[config.mk]
export PLATFORM = sky130hd
export DESIGN_NAME = alu_issue_queue_flat
export DESIGN_NICKNAME = d
export VERILOG_FILES = /design/src/rtl/alu_issue_queue_pkg.sv /design/src/rtl/alu_issue_queue_if.sv /design/src/rtl/alu_issue_queue_sync_fifo.sv /design/src/rtl/alu_issue_queue.sv /design/src/flat_wrapper.sv
export SDC_FILE = /design/constraint.sdc
export NUM_CORES = 1
export LEC_CHECK = 0
export CAP_MARGIN = 20
export CORE_ASPECT_RATIO = 1.2
export CORE_MARGIN = 2
export CORE_UTILIZATION = 30
export DETAILED_ROUTE_END_ITERATION = 10
export SLEW_MARGIN = 20
export SYNTH_ARGS = -nofsm -noshare
export SYNTH_HDL_FRONTEND = slang
export SYNTH_SLANG_ARGS = --single-unit
export TNS_END_PERCENT = 30
[constraint.sdc]
create_clock -name clk -period 2.22 [get_ports clk]
set_clock_uncertainty 0.1 [all_clocks]
set_input_delay 0.444 -clock clk [delete_from_list [all_inputs] [get_ports clk]]
set_output_delay 0.444 -clock clk [all_outputs]
set_load 0.1 [all_outputs]
[src/rtl/alu_issue_queue_pkg.sv]
// Shared types for the lab_MS_SV4 ALU and its issue queue.
package lab_MS_SV4_pack;

    typedef enum logic [2:0] {
        OP_ADD,
        OP_SUB,
        OP_AND,
        OP_OR,
        OP_XOR,
        OP_SHL,
        OP_MAX,
        OP_MIN
    } opc_t;

    typedef logic signed [7:0] data_y;

    typedef struct packed {
        opc_t  opc;
        data_y op_a;
        data_y op_b;
    } INST_t;

    localparam int unsigned ISSUE_DEPTH_DEF = 4;

endpackage

[src/rtl/alu_issue_queue_if.sv]
// Instruction-in and result-out handshake channels of the issue queue.
interface alu_issue_queue_if;
    import lab_MS_SV4_pack::*;

    logic  in_valid;
    logic  in_ready;
    INST_t in_inst;
    logic  res_valid;
    logic  res_ready;
    data_y res_data;
    opc_t  res_opc;

    modport master (
        output in_valid, in_inst, res_ready,
        input  in_ready, res_valid, res_data, res_opc
    );

    modport slave (
        input  in_valid, in_inst, res_ready,
        output in_ready, res_valid, res_data, res_opc
    );

endinterface

[src/rtl/alu_issue_queue_sync_fifo.sv]
// Circular-buffer FIFO with first-word-fall-through head; DEPTH must be a power of two.
module sync_fifo #(
    parameter type         T     = logic [7:0],
    parameter int unsigned DEPTH = 4
) (
    input  logic                   clk,
    input  logic                   rst_n,
    input  logic                   push,
    input  logic                   pop,
    input  T                       din,
    output T                       head,
    output logic [$clog2(DEPTH):0] count,
    output logic                   full,
    output logic                   empty
);

    localparam int unsigned AW = $clog2(DEPTH);

    T                mem [DEPTH];
    logic [AW-1:0]   wr_q, wr_d;
    logic [AW-1:0]   rd_q, rd_d;
    logic [AW:0]     cnt_q, cnt_d;
    logic            do_push, do_pop;

    assign full  = (cnt_q == (AW+1)'(DEPTH));
    assign empty = (cnt_q == '0);
    assign count = cnt_q;
    assign head  = mem[rd_q];

    always_comb begin
        do_push = push && !full;
        do_pop  = pop && !empty;
        wr_d    = wr_q;
        rd_d    = rd_q;
        cnt_d   = cnt_q;
        // Pointers wrap naturally because DEPTH is a power of two.
        if (do_push) wr_d = wr_q + AW'(1);
        if (do_pop)  rd_d = rd_q + AW'(1);
        unique case ({do_push, do_pop})
            2'b10:   cnt_d = cnt_q + (AW+1)'(1);
            2'b01:   cnt_d = cnt_q - (AW+1)'(1);
            default: cnt_d = cnt_q;
        endcase
    end

    always_ff @(posedge clk) begin
        if (!rst_n) begin
            wr_q  <= '0;
            rd_q  <= '0;
            cnt_q <= '0;
        end else begin
            wr_q  <= wr_d;
            rd_q  <= rd_d;
            cnt_q <= cnt_d;
        end
    end

    always_ff @(posedge clk) begin
        if (rst_n && do_push) mem[wr_q] <= din;
    end

endmodule

[src/rtl/alu_issue_queue.sv]
// Feeds the lab_MS_SV4 ALU: FIFO -> registered issue stage -> registered result stage.
module alu_issue_queue
    import lab_MS_SV4_pack::*;
#(
    parameter int unsigned DEPTH = ISSUE_DEPTH_DEF,
    parameter int unsigned CNT_W = 16
) (
    input  logic                   clk,
    input  logic                   rst_n,
    alu_issue_queue_if.slave       bus,
    output INST_t                  INST,
    input  data_y                  ALU_out,
    output logic [$clog2(DEPTH):0] count,
    output logic [CNT_W-1:0]       issued_cnt
);

    localparam opc_t OPC_FIRST = OP_ADD;

    INST_t            fifo_head;
    logic             fifo_full, fifo_empty;
    logic             push, pop;
    logic             issue_adv, res_adv;

    INST_t            inst_q, inst_d;
    logic             iss_valid_q, iss_valid_d;
    logic             res_valid_q, res_valid_d;
    data_y            res_data_q, res_data_d;
    opc_t             res_opc_q, res_opc_d;
    logic [CNT_W-1:0] issued_q, issued_d;

    // in_ready depends only on FIFO occupancy, never on res_ready.
    assign bus.in_ready  = rst_n && !fifo_full;
    assign bus.res_valid = res_valid_q;
    assign bus.res_data  = res_data_q;
    assign bus.res_opc   = res_opc_q;
    assign INST          = inst_q;
    assign issued_cnt    = issued_q;

    sync_fifo #(
        .T     (INST_t),
        .DEPTH (DEPTH)
    ) u_fifo (
        .clk   (clk),
        .rst_n (rst_n),
        .push  (push),
        .pop   (pop),
        .din   (bus.in_inst),
        .head  (fifo_head),
        .count (count),
        .full  (fifo_full),
        .empty (fifo_empty)
    );

    always_comb begin
        res_adv     = !res_valid_q || bus.res_ready;
        issue_adv   = !iss_valid_q || res_adv;
        push        = bus.in_valid && bus.in_ready;
        pop         = issue_adv && !fifo_empty;

        inst_d      = inst_q;
        iss_valid_d = iss_valid_q;
        res_valid_d = res_valid_q;
        res_data_d  = res_data_q;
        res_opc_d   = res_opc_q;
        issued_d    = issued_q;

        // An empty FIFO keeps INST stable so the ALU output does not toggle.
        if (issue_adv) begin
            iss_valid_d = !fifo_empty;
            if (!fifo_empty) inst_d = fifo_head;
        end
        if (res_adv) begin
            res_valid_d = iss_valid_q;
            res_data_d  = ALU_out;
            res_opc_d   = inst_q.opc;
        end
        if (res_valid_q && bus.res_ready) issued_d = issued_q + CNT_W'(1);
    end

    always_ff @(posedge clk) begin
        if (!rst_n) begin
            inst_q      <= '{opc: OPC_FIRST, op_a: '0, op_b: '0};
            iss_valid_q <= 1'b0;
            res_valid_q <= 1'b0;
            res_data_q  <= '0;
            res_opc_q   <= OPC_FIRST;
            issued_q    <= '0;
        end else begin
            inst_q      <= inst_d;
            iss_valid_q <= iss_valid_d;
            res_valid_q <= res_valid_d;
            res_data_q  <= res_data_d;
            res_opc_q   <= res_opc_d;
            issued_q    <= issued_d;
        end
    end

endmodule

[src/flat_wrapper.sv]
// flat-port wrapper written by rule: the top's interface ports become plain ports
module alu_issue_queue_flat import lab_MS_SV4_pack::*;
#(
    parameter int unsigned DEPTH = ISSUE_DEPTH_DEF,
    parameter int unsigned CNT_W = 16
)
  (clk, rst_n, INST, ALU_out, count, issued_cnt, bus_in_valid, bus_in_inst, bus_res_ready, bus_in_ready, bus_res_valid, bus_res_data, bus_res_opc);
  alu_issue_queue_if bus_i ();
  input  logic clk;
  input  logic rst_n;
  output INST_t INST;
  input  data_y ALU_out;
  output logic [$clog2(DEPTH):0] count;
  output logic [CNT_W-1:0] issued_cnt;
  input wire logic [$bits(bus_i.in_valid)-1:0] bus_in_valid;
  input wire logic [$bits(bus_i.in_inst)-1:0] bus_in_inst;
  input wire logic [$bits(bus_i.res_ready)-1:0] bus_res_ready;
  output wire logic [$bits(bus_i.in_ready)-1:0] bus_in_ready;
  output wire logic [$bits(bus_i.res_valid)-1:0] bus_res_valid;
  output wire logic [$bits(bus_i.res_data)-1:0] bus_res_data;
  output wire logic [$bits(bus_i.res_opc)-1:0] bus_res_opc;
  assign bus_i.in_valid = bus_in_valid;
  assign bus_i.in_inst = bus_in_inst;
  assign bus_i.res_ready = bus_res_ready;
  assign bus_in_ready = bus_i.in_ready;
  assign bus_res_valid = bus_i.res_valid;
  assign bus_res_data = bus_i.res_data;
  assign bus_res_opc = bus_i.res_opc;
  alu_issue_queue #(.DEPTH(DEPTH), .CNT_W(CNT_W)) u_core (.clk(clk), .rst_n(rst_n), .bus(bus_i), .INST(INST), .ALU_out(ALU_out), .count(count), .issued_cnt(issued_cnt));
endmodule
* Word-level counts from Yosys, hierarchy flattened
Memories as Yosys holds them, arrays and structs flattened. A register that Yosys moved wholly into a read port is not among the register bits.
Index checks and enable logic that the tools add are counted.
** Word-level totals
- Register bits after elaboration :: 36
- Bits in writable memories :: 76
- Input port bits :: 31
- Output and inout port bits :: 51
- Logic and storage cells :: 38
- Memories :: 1
** Cells by class
- Add/subtract/negate cells :: 5
- Equality and inequality tests :: 3
- Mux-type cells :: 3
- Bitwise operators :: 1
- Reduce and logical (&&, ||, !) cells :: 17
** Memory list
- u_core.u_fifo.mem :: words 4, bits a word 19, read ports 1, clocked after memory_dff 1, wr ports 1, line alu_issue_queue_sync_fifo.sv:19 : T mem [DEPTH];
** Operators by type and width (number)
- 16-bit by 1-bit adder with 16-bit output (second input constant) :: 1
- 1-bit logical AND :: 7
- 3-bit case mux with 2 select lines :: 1
- 1-bit zero test :: 5
- 2-bit by 1-bit adder with 2-bit output (second input constant) :: 2
- 3-bit by 1-bit adder with 3-bit output (second input constant) :: 1
- 3-bit equality test (second input constant) :: 1
- 3-bit zero test :: 1
- 3-bit by 1-bit subtractor with 3-bit output (second input constant) :: 1
- 2-bit by 1-bit equality test with 1-bit output (second input constant) :: 1
- 2-bit equality test (second input constant) :: 1
- 1-bit logical OR :: 2
- 1-bit two-way mux :: 2
- 2-bit AND reduction :: 1
- 2-bit nonzero test :: 1
- 1-bit inverter :: 1

* Depth between registers and ports, before layout
Gate-level depths: netlist of the first run.
- Depth after elaboration :: 8
- Gate-level depth with buffers :: 10
- Gate-level depth less buffers :: 9

* Hierarchy
From an unflattened synthesis of the first run, not the netlist that was laid out.
** Second synthesis, totals
- Cells, all modules :: 380
- Area, all modules :: 5122.4 µm²
** By module, submodules not included
- sync_fifo :: instances 1, cells an instance 153, area each 3279.4 µm², seq. area each 2462.4 µm²
- alu_issue_queue :: instances 1, cells an instance 227, area each 1843.0 µm², seq. area each 960.9 µm²

* Worst setup path before layout of the first run
No wires, ideal clock.
- Path type :: reg2out
- Start :: reg u_core.u_fifo.cnt_q[0], in the netlist u_core.u_fifo.count[0]
- End :: out bus_in_ready
- Arrival time :: 2.705 ns
- Data required time :: 1.676 ns
- Path slack :: -1.029 ns
- Cell stages (with the launch flop) :: 3
- Path buffers :: 0
- Path through :: dfxtp_1 -> nor2_1 -> a21oi_1
** On the way
- Word-level cells in the longest chain between the ends :: 3
** Ends and longest elaborated chain
- start, declared :: line alu_issue_queue_sync_fifo.sv:22 : logic [AW:0] cnt_q, cnt_d;
- start signal, assigned :: line alu_issue_queue_sync_fifo.sv:54 : cnt_q <= cnt_d;
- 3-bit equality test :: line alu_issue_queue_sync_fifo.sv:25 : assign full = (cnt_q == (AW+1)'(DEPTH));
- 1-bit zero test :: line alu_issue_queue.sv:32 : assign bus.in_ready = rst_n && !fifo_full;
- 1-bit logical AND :: line alu_issue_queue.sv:32
- end, declared :: line flat_wrapper.sv:18 : output wire logic [$bits(bus_i.in_ready)-1:0] bus_in_ready;
No other way between the ends.

* Worst setup path in the final report of the first run
- Start :: in bus_res_ready
- End :: reg u_core.u_fifo.cnt_q[2], in the netlist u_core.u_fifo.count[2]
** On the way
- Word-level cells in the longest chain between the ends :: 6
- Elaborated cells on any way between the ends :: 8
- Those cells by class :: eq/ne (2); mux (1); reduce/logical (5)
** Ends and longest elaborated chain
- start, declared :: line flat_wrapper.sv:17 : input wire logic [$bits(bus_i.res_ready)-1:0] bus_res_ready;
- 1-bit logical OR (*) :: line alu_issue_queue.sv:55 : res_adv = !res_valid_q || bus.res_ready;
- 1-bit logical OR (*) :: line alu_issue_queue.sv:56 : issue_adv = !iss_valid_q || res_adv;
- 1-bit logical AND (*) :: line alu_issue_queue.sv:58 : pop = issue_adv && !fifo_empty;
- 1-bit logical AND (*) :: line alu_issue_queue_sync_fifo.sv:32 : do_pop = pop && !empty;
- 2-bit by 1-bit equality test with 1-bit output / 2-bit equality test (equally long branches) :: line alu_issue_queue_sync_fifo.sv:39 : unique case ({do_push, do_pop})
- 3-bit case mux with 2 select lines / 2-bit nonzero test (equally long branches)
Mark *: on every way between the ends. The rest lies on a longest branch, timed or not.
A chain may end at the register's enable or synchronous reset.

==> results_dict.tcl, run 1 <==
set metrics [dict create \
    run_status "complete, no violations" \
    rows 51 \
    period_share_pct 98.0 \
    routed_vias 3209 \
    setup_ws_ns 0.0442 \
    final.min_clock_period_ns 2.18 \
    crit_path_max_fanout 2 \
    max-slew-margin-rel_pct 71.2 \
    max_freq_mhz 460 \
    clkLatencyLatePin_ns 0.42 \
    global_route_wire_length_before_repair_mm 16.6 \
    worstPathBufferInverterCount 3 \
    final_net_count 508 \
    worstSetupEndpointType "register" \
    antenna_diodes 0 \
    initial_core_util_pct 30.6 \
    hold_buffers 0 \
    drt_iter0_drc 168 \
    top_level_ports 82 \
    max-vdd-ir-drop_uv 748 \
    cts.sink_count 131 \
    detailedPlace.worstSlack_ns -0.363 \
    floorplan.core_area_um2 16200 \
    report.power.total_mw 9.16 \
    globalRouteTotalUtil_pct 12.8 \
    hold_class "reg -> reg" \
    dr_wl_cell_um 15.0 \
    cts_tree "built" \
    crit_type "in -> reg" \
    antenna_found_initial 0 \
    dieWidth_um 121 \
    cts-buffers-inserted 17 \
    port-buffer-count 81 \
    timing.final.hold_violations 0 \
    total_power_divided_by_cell_area_nw_per_um2 1370 \
    yosysTopAreaCell "sky130_fd_sc_hd__edfxtp_1" \
    die-height_um 145 \
    post-route-drc-count 0 \
    ys_types 34 \
    syn_avg_cell_area_um2 13.4 \
    post_cts_resized 0 \
    synth_enable_flop_cells 76 \
    crit_arrival_ns 2.41 \
    avgViaCountPerCell 4.62 \
    static-leakage-power_nw 2.42 \
    critical_path.max_stage_delay_ns 0.55 \
    synth_common_cells "sky130_fd_sc_hd__edfxtp_1 (76), sky130_fd_sc_hd__nand2_1 (70), sky130_fd_sc_hd__dfxtp_1 (55)" \
    fraction_of_layout_instances_using_a_drive_strength_above_1_pct 28.8 \
    ctsHtreeMaxLevel 4 \
    postSynthRegisterBits 131 \
    route.antenna.remaining_nets 0 \
    setup-violations-final 0 \
    remaining_global_route_overflow 0 \
    clock_path_buffers 2 \
    worst_setup_path_start_kind "input pin" \
    mappedNetlistNets 407 \
    clock-root-buffer "sky130_fd_sc_hd__clkbuf_16" \
    worstPathCellList "clkdlybuf4s50_1, nor2b_4, a21o_1, inv_2, ha_4, inv_1, fa_2, xor2_1, or3_1, a21oi_1" \
    dp.final_hpwl_mm 6.68 \
    synthToLayoutAreaGrowth_pct 34.6 \
    timing.critical_path.max_delay_family "buffers and inverters" \
    synth_area_um2 4960 \
    number_of_global_route_vias_before_repair 3229 \
    synth_async_reset_ratio_pct 0 \
    most_area_consuming_cells_after_synthesis "sky130_fd_sc_hd__edfxtp_1 (46%), sky130_fd_sc_hd__dfxtp_1 (22%), sky130_fd_sc_hd__mux4_2 (8.6%), sky130_fd_sc_hd__nand2_1 (5.3%), sky130_fd_sc_hd__a21oi_1 (4.0%)" \
    post_synthesis_sequential_area_ratio_pct 68.2 \
    dieArea_um2 17600 \
    maxSlewViolCount 0 \
    post-synth-top-count-cell "sky130_fd_sc_hd__edfxtp_1" \
    gp_routability_congestion 0.711 \
    rsz_0062_raised_after_global_routing "no" \
    timing.critical_path.slowest_stage_cell "sky130_fd_sc_hd__clkdlybuf4s50_1" \
    cts.repair_timing.setup_buffer_count 0 \
    detail_route.first_pass.iterations 4 \
    synth.yosys.warnings 0 \
    drv.max_cap_violation_count 0 \
    dominantRegCellSynth "sky130_fd_sc_hd__edfxtp_1" \
    synth_largest_type_area_fraction_pct 46.0 \
    worst-slew-pin-transition_ns 0.433 \
    clkTransAtPathRegs_ns 0.06 \
    wl_mm 10.4 \
    grt_max_degree 35 \
    synthesis.instances 369 \
    timing.critical_path.required_ns 2.46 \
]
registers in the layout (all words and copies together) (netlist names), 2 cells and up:
register,count
u_core.u_fifo.mem,76
u_core.INST,19
u_core.issued_cnt,16
u_core.bus.res_data,8
u_core.bus.res_opc,3
u_core.u_fifo.count,3
u_core.u_fifo.rd_q,2
u_core.u_fifo.wr_q,2
area by class of cell:
cell class	count	area, µm²
Inverter	10	37.5
Timing Repair Buffer	99	881
Sequential cell	131	3410
Fill cell	1556	9530
Clock buffer	17	425
Multi-Input combinational cell	211	1510
Clock inverter	15	156
Tap cell	212	265
cell usage in the layout (no fill, tap or decap), drive strengths merged, types with 4 or more instances in the layout:
master	count
clkdlybuf4s50	30
nand3	6
ha	6
a21oi	40
and2	4
dfxtp	55
buf	69
or4	4
nor2	18
nand2	70
edfxtp	76
xor2	10
inv	14
o21ai	7
clkinv	9
or3	5
mux4	19
clkbuf	17
nand4	6
routing by layer:
metal	GRT usage [%]	part of all wire (%)	vias to the layer above
li1	-	-	1533
met1	14.0	41	1574
met2	22.6	53	84
met3	3.80	4.6	18
met4	6.53	2.1	0
met5	0	0	-
worst min-delay path, delay by kind of cell, from the launching register on:
| kind | cells | cell delay, ns |
|---|---|---|
| flops | 1 | 0.31 |
| simple gates | 1 | 0.05 |
| compound gates | 1 | 0.05 |
power breakdown:
part           switching, mW  internal, mW  leakage [nW]
combinational           2.36          1.02         0.985
clock                   1.06          1.66         0.287
sequential             0.189          2.88          1.15
total                   3.61          5.55          2.42
kinds of logic (layout without fill, tap and decap cells):
| logic type | Yosys count | after routing | share of synthesized area, % |
|---|---|---|---|
| muxes | 19 | 19 | 8.63 |
| and+or+nand+nor | 121 | 121 | 11.3 |
| xor gates and xnor gates | 12 | 12 | 2.12 |
| DFF | 131 | 131 | 68.2 |
| buffers and inverters | 27 | 141 | 2.22 |
| adders and majority gates | 7 | 7 | 1.92 |
| AOI/OAI and AO/OA | 52 | 52 | 5.60 |
stage by stage:
stage          hold slack (ns)  util, %  TNS, ns  instances  cell area [µm²]
3_3_place_gp             0.338     37.6    -1.24        663             6100
6_report                 0.351     41.2        0        695             6680
4_1_cts                  0.353     41.2        0        695             6680
2_1_floorplan            0.363        -   -0.106        369             5030
3_5_place_dp             0.345     37.6    -3.34        663             6100
5_1_grt                  0.371     41.2        0        695             6680
final timing paths:
check / end / cells after the start / start / slack (ns)
min: u_core.bus.res_data[1]$_SDFFE_PN0P_ / 2 / u_core.bus.res_data[1]$_SDFFE_PN0P_ / 0.35
max: u_core.u_fifo.count[2]$_SDFFE_PN0P_ / 10 / bus_res_ready / 0.04
max reg2reg: u_core.u_fifo.count[2]$_SDFFE_PN0P_ / 9 / u_core.bus.res_valid$_SDFFE_PN0P_ / 0.18
min reg2reg: u_core.bus.res_data[1]$_SDFFE_PN0P_ / 2 / u_core.bus.res_data[1]$_SDFFE_PN0P_ / 0.35
Power figures use the tool's default switching activity.
==> inputs of run 2 (changes only) <==
Settings changed: CELL_PAD_IN_SITES_DETAIL_PLACEMENT set to 0, CELL_PAD_IN_SITES_GLOBAL_PLACEMENT set to 1, PLACE_DENSITY set to 0.68.
==> run 2 against run 1 <==
Effect of this change: setup slack about the same; core utilization decreased by 0.069 points; power decreased by 0.57%; sequential cell count unchanged; first-iteration DRC count increased by 8.9%; highest routed layer unchanged; sequential power about the same; wire length increased by 1.2%; maximum frequency about the same; via count decreased by 0.84%; die area unchanged; combinational power about the same.
==> results_dict.tcl, run 2 (same netlist as run 1, synthesis figures left out) <==
set metrics [dict create \
    run_status "complete, no violations" \
    ctsHtreeMaxLevel 4 \
    worstPathBufferInverterCount 4 \
    dieWidth_um 121 \
    maxSlewViolCount 0 \
    total_power_divided_by_cell_area_nw_per_um2 1370 \
    detail_route.first_pass.iterations 6 \
    worstPathCellList "clkdlybuf4s50_1, inv_2, buf_6, a21oi_2, buf_12" \
    max-slew-margin-rel_pct 68.9 \
    post-route-cell-area_um2 6670 \
    cts.repair_timing.setup_buffer_count 0 \
    route.antenna.remaining_nets 0 \
    clkTransAtPathRegs_ns 0.06 \
    place_area_um2 6080 \
    dr_wl_cell_um 15.2 \
    antenna_found_initial 0 \
    max_reg_flops 76 \
    timing.critical_path.max_delay_family "buffers and inverters" \
    crit_type "in -> out" \
    hold_buffers 0 \
    routed_vias 3182 \
    top_level_ports 82 \
    timing.critical_path.required_ns 1.68 \
    max-vdd-ir-drop_uv 774 \
    post-route-drc-count 0 \
    final.min_clock_period_ns 2.18 \
    gp_routability_congestion 0.707 \
    period_share_pct 98.0 \
    cts_tree "built" \
    wl_mm 10.6 \
    global_route_wire_length_before_repair_mm 16.7 \
    synthToLayoutAreaGrowth_pct 34.4 \
    dieArea_um2 17600 \
    max_freq_mhz 460 \
    crit_arrival_ns 1.63 \
    timing.critical_path.slowest_stage_cell "sky130_fd_sc_hd__clkdlybuf4s50_1" \
    floorplan.core_area_um2 16200 \
    finalSetupTns_ns 0 \
    port-buffer-count 81 \
    drv.max_cap_violation_count 0 \
    layout_common_cells "sky130_fd_sc_hd__edfxtp_1 (76), sky130_fd_sc_hd__nand2_1 (70), sky130_fd_sc_hd__buf_4 (61)" \
    layout.area.seq_um2 3410 \
    worstSetupEndpointType "output port" \
    fill_cells 1550 \
    avgViaCountPerCell 4.59 \
    report.power.total_mw 9.11 \
    cts-buffers-inserted 17 \
    static-leakage-power_nw 2.41 \
    rows 51 \
    cts.sink_count 131 \
    drt_iter0_drc 183 \
    dp.final_hpwl_mm 6.67 \
    clock_path_buffers 2 \
    grt_max_degree 57 \
    multi_input_comb_area_um2 1510 \
    rsz_0062_raised_after_global_routing "yes" \
    initial_core_util_pct 30.6 \
    setup-violations-final 0 \
    final_net_count 506 \
    clock-root-buffer "sky130_fd_sc_hd__clkbuf_16" \
    antenna_diodes 0 \
    number_of_global_route_vias_before_repair 3177 \
    remaining_global_route_overflow 0 \
    clkLatencyLatePin_ns 0.41 \
    mostFrequentLayoutCell "sky130_fd_sc_hd__edfxtp_1" \
    worst-slew-pin-transition_ns 0.467 \
    worst_setup_path_start_kind "input pin" \
    largest_register "u_core.u_fifo.mem" \
    fraction_of_layout_instances_using_a_drive_strength_above_1_pct 28.7 \
    post_cts_resized 1 \
    die-height_um 145 \
    crit_path_max_fanout 56 \
    critical_path.max_stage_delay_ns 0.50 \
    timing.final.hold_violations 0 \
    hold_class "reg -> reg" \
    globalRouteTotalUtil_pct 12.7 \
]
run 2: cell type report:
cell class / count / area share, %
clock inverter: 13 / 1.90
tap: 212 / 3.98
timing repair buffer: 97 / 13.1
sequential: 131 / 51.1
inverter: 10 / 0.563
multi-input combinational: 211 / 22.6
clock buffer: 19 / 6.79
run 2: final timing paths:
check / from / to / slack, ns / cells past startpoint
max: rst_n / bus_in_ready / 0.04 / 5
min reg2reg: u_core.bus.res_data[4]$_SDFFE_PN0P_ / u_core.bus.res_data[4]$_SDFFE_PN0P_ / 0.35 / 2
max reg2reg: u_core.bus.res_valid$_SDFFE_PN0P_ / u_core.u_fifo.count[2]$_SDFFE_PN0P_ / 0.16 / 9
min: u_core.bus.res_data[4]$_SDFFE_PN0P_ / u_core.bus.res_data[4]$_SDFFE_PN0P_ / 0.35 / 2
run 2: tightest hold or removal path, delay by kind of cell, from the launching register on:
family,cells,cell delay (ns)
compound gates,1,0.05
flops,1,0.31
simple gates,1,0.05
run 2: layer usage:
layer / global-route usage (%) / share of wire [%]
met1: 14.7 / 42
met2: 22.1 / 52
met3: 3.06 / 3.8
met4: 6.41 / 2.3
met5: 0 / 0
run 2: metrics by stage:
step,util [%],hold WS (ns),setup slack [ns],cells
5_1_grt,41.1,0.370,-0.0563,693
3_3_place_gp,37.5,0.338,-0.324,661
3_5_place_dp,37.5,0.346,-0.384,661
4_1_cts,41.1,0.355,0.0106,693
2_1_floorplan,-,0.363,-0.0534,369
6_report,41.1,0.353,0.0440,693
run 2: report_power, final:
part,internal [mW],switching [mW]
logic,1.01,2.36
registers,2.88,0.186
clock network,1.61,1.07
total,5.49,3.61
==> inputs of run 3 (changes only) <==
Settings changed: CAP_MARGIN 20 to 15, CORE_ASPECT_RATIO 1.2 to unset, SKIP_CTS_REPAIR_TIMING set to 1.
==> run 3 against run 2 <==
Effect of this change: clock power about the same; sequential share of layout area decreased by 0.32 points; critical path depth increased by 5; first-iteration DRC count decreased by 37%; count of clock-buffer cells in the layout increased by 2; register-to-register slack got worse by 0.02 ns; power increased by 0.36%; critical path type is now in -> reg; largest cell class unchanged; largest power group unchanged; highest routed layer unchanged.
==> results_dict.tcl, run 3 (same netlist as run 1, synthesis figures left out) <==
set metrics [dict create \
    run_status "complete, no violations" \
    timing.hold.worst_endpoint "u_core.bus.res_data[7]$_SDFFE_PN0P_" \
    worstPathBufferInverterCount 3 \
    dr_wl_cell_um 15.1 \
    static-leakage-power_nw 2.42 \
    wl_mm 10.6 \
    number_of_global_route_vias_before_repair 3190 \
    timing.critical_path.max_delay_family "buffers and inverters" \
    post-route-drc-count 0 \
    max_freq_mhz 465 \
    dp.final_hpwl_mm 6.86 \
    rows 47 \
    maxSlewViolCount 0 \
    dieWidth_um 133 \
    crit_type "in -> reg" \
    route.antenna.remaining_nets 0 \
    final.min_clock_period_ns 2.15 \
    non_filler_instances 705 \
    crit_path_max_fanout 2 \
    timing.final.hold_violations 0 \
    clkTransAtPathRegs_ns 0.06 \
    place.detailed.instances 673 \
    grt_max_degree 57 \
    gp_routability_congestion 0.709 \
    antenna_found_initial 0 \
    worstSetupEndpointType "register" \
    reg2reg_slack_ns 0.14 \
    clock-root-buffer "sky130_fd_sc_hd__clkbuf_16" \
    hold_path_depth 2 \
    worstPathCellList "clkdlybuf4s50_1, nor2b_4, a21o_1, inv_2, ha_4, inv_1, fa_2, xor2_1, or3_1, a21oi_1" \
    remaining_global_route_overflow 0 \
    port-buffer-count 81 \
    worstReg2RegEnd "u_core.u_fifo.count[2]$_SDFFE_PN0P_" \
    cts.sink_count 131 \
    crit_arrival_ns 2.39 \
    clkLatencyLatePin_ns 0.41 \
    antenna_diodes 0 \
    detailedPlace.worstSlack_ns -0.360 \
    ctsHtreeMaxLevel 4 \
    clock_path_buffers 2 \
    detail_route.first_pass.iterations 5 \
    global_route_wire_length_before_repair_mm 17.0 \
    worstHoldStart "u_core.bus.res_data[7]$_SDFFE_PN0P_" \
    synthToLayoutAreaGrowth_pct 35.3 \
    critical_path.max_stage_delay_ns 0.55 \
    timing.critical_path.from "bus_res_ready" \
    avgViaCountPerCell 4.51 \
    setup_ws_ns 0.0680 \
    initial_core_util_pct 30.3 \
    post-route-cell-area_um2 6710 \
    dieArea_um2 17600 \
    routed_vias 3182 \
    worst_r2r_startpoint "u_core.u_fifo.count[0]$_SDFFE_PN0P_" \
    drt_iter0_drc 116 \
    die-height_um 133 \
    mostFrequentLayoutCell "sky130_fd_sc_hd__edfxtp_1" \
    worst_setup_path_start_kind "input pin" \
    max-slew-margin-rel_pct 70.4 \
    worst-slew-pin-transition_ns 0.444 \
    rsz_0062_raised_after_global_routing "no" \
    report.power.total_mw 9.14 \
    timing.critical_path.required_ns 2.46 \
    place_area_um2 6120 \
    max-vdd-ir-drop_uv 816 \
    r2r.worst_path.cells 9 \
    final_net_count 510 \
    floorplan.core_area_um2 16300 \
    setup-violations-final 0 \
    total_power_divided_by_cell_area_nw_per_um2 1360 \
    timing.critical_path.slowest_stage_cell "sky130_fd_sc_hd__clkdlybuf4s50_1" \
    largest_register "u_core.u_fifo.mem" \
    globalRouteTotalUtil_pct 12.7 \
    period_share_pct 96.9 \
    finalSetupTns_ns 0 \
    fraction_of_layout_instances_using_a_drive_strength_above_1_pct 29.3 \
    cts-buffers-inserted 17 \
    cts_tree "built" \
    layout_common_cells "sky130_fd_sc_hd__edfxtp_1 (76), sky130_fd_sc_hd__nand2_1 (70), sky130_fd_sc_hd__buf_4 (65)" \
    hold_class "reg -> reg" \
    drv.max_cap_violation_count 0 \
    max_reg_flops 76 \
    top_level_ports 82 \
]
run 3: cell types whose count changed in the layout (fill, tap and decap cells not counted):
cell,before,now
sky130_fd_sc_hd__clkbuf_1,0,1
sky130_fd_sc_hd__dlymetal6s2s_1,1,0
sky130_fd_sc_hd__a21oi_4,0,1
sky130_fd_sc_hd__clkinv_1,1,0
sky130_fd_sc_hd__clkbuf_8,2,3
sky130_fd_sc_hd__buf_4,61,65
sky130_fd_sc_hd__buf_8,0,1
sky130_fd_sc_hd__clkinv_4,5,1
sky130_fd_sc_hd__buf_6,1,0
sky130_fd_sc_hd__clkinv_2,0,3
sky130_fd_sc_hd__a21oi_2,1,0
sky130_fd_sc_hd__clkdlybuf4s50_1,29,30
run 3: layout make-up:
cell class / instances / area, µm²
clock buffer: 21 / 470
clock inverter: 11 / 103
fill: 1574 / 9640
inverter: 10 / 37.5
multi-input combinational: 211 / 1510
sequential: 131 / 3410
tap: 220 / 275
timing repair buffer: 101 / 903
run 3: worst register-to-register path, stage by stage, from the launching register on:
cell,delay [ns]
sky130_fd_sc_hd__dfxtp_4,0.37
sky130_fd_sc_hd__nor2_2,0.22
sky130_fd_sc_hd__a211oi_2,0.12
sky130_fd_sc_hd__inv_1,0.11
sky130_fd_sc_hd__ha_4,0.14
sky130_fd_sc_hd__inv_1,0.04
sky130_fd_sc_hd__fa_2,0.32
sky130_fd_sc_hd__xor2_1,0.15
sky130_fd_sc_hd__or3_1,0.30
sky130_fd_sc_hd__a21oi_1,0.12
run 3: per-stage QoR:
| stage | utilization, % | hold slack [ns] |
|---|---|---|
| detailed placement | 37.4 | 0.346 |
| CTS | 40.9 | 0.354 |
| floorplan | - | 0.363 |
| finish | 41.0 | 0.350 |
| global placement | 37.4 | 0.339 |
| global route | 41.0 | 0.373 |
run 3: how the worst max path moves through the flow:
stage	depth (start not counted)	slack, ns	endpoint
floorplan	4	-0.05	bus_in_ready
CTS	5	-0.14	bus_in_ready
global route	10	0.01	u_core.u_fifo.count[2]$_SDFFE_PN0P_
detailed placement	10	-0.36	u_core.u_fifo.count[2]$_SDFFE_PN0P_
finish	10	0.07	u_core.u_fifo.count[2]$_SDFFE_PN0P_
global placement	10	-0.33	u_core.u_fifo.count[2]$_SDFFE_PN0P_
run 3: per-layer routing:
metal | vias up | share of wire, % | track usage [%] | wire length, µm
li1 | 1550 | - | - | -
met1 | 1534 | 44 | 15.7 | 4640
met2 | 86 | 50 | 20.9 | 5330
met3 | 12 | 4.7 | 4.14 | 501
met4 | 0 | 1.4 | 4.66 | 145
met5 | - | 0 | 0 | 0
run 3: power breakdown:
| part | leakage (nW) | internal [mW] | switching (mW) |
|---|---|---|---|
| Sequential | 1.15 | 2.88 | 0.205 |
| Clock | 0.276 | 1.63 | 1.05 |
| Combinational | 1.00 | 1.03 | 2.34 |
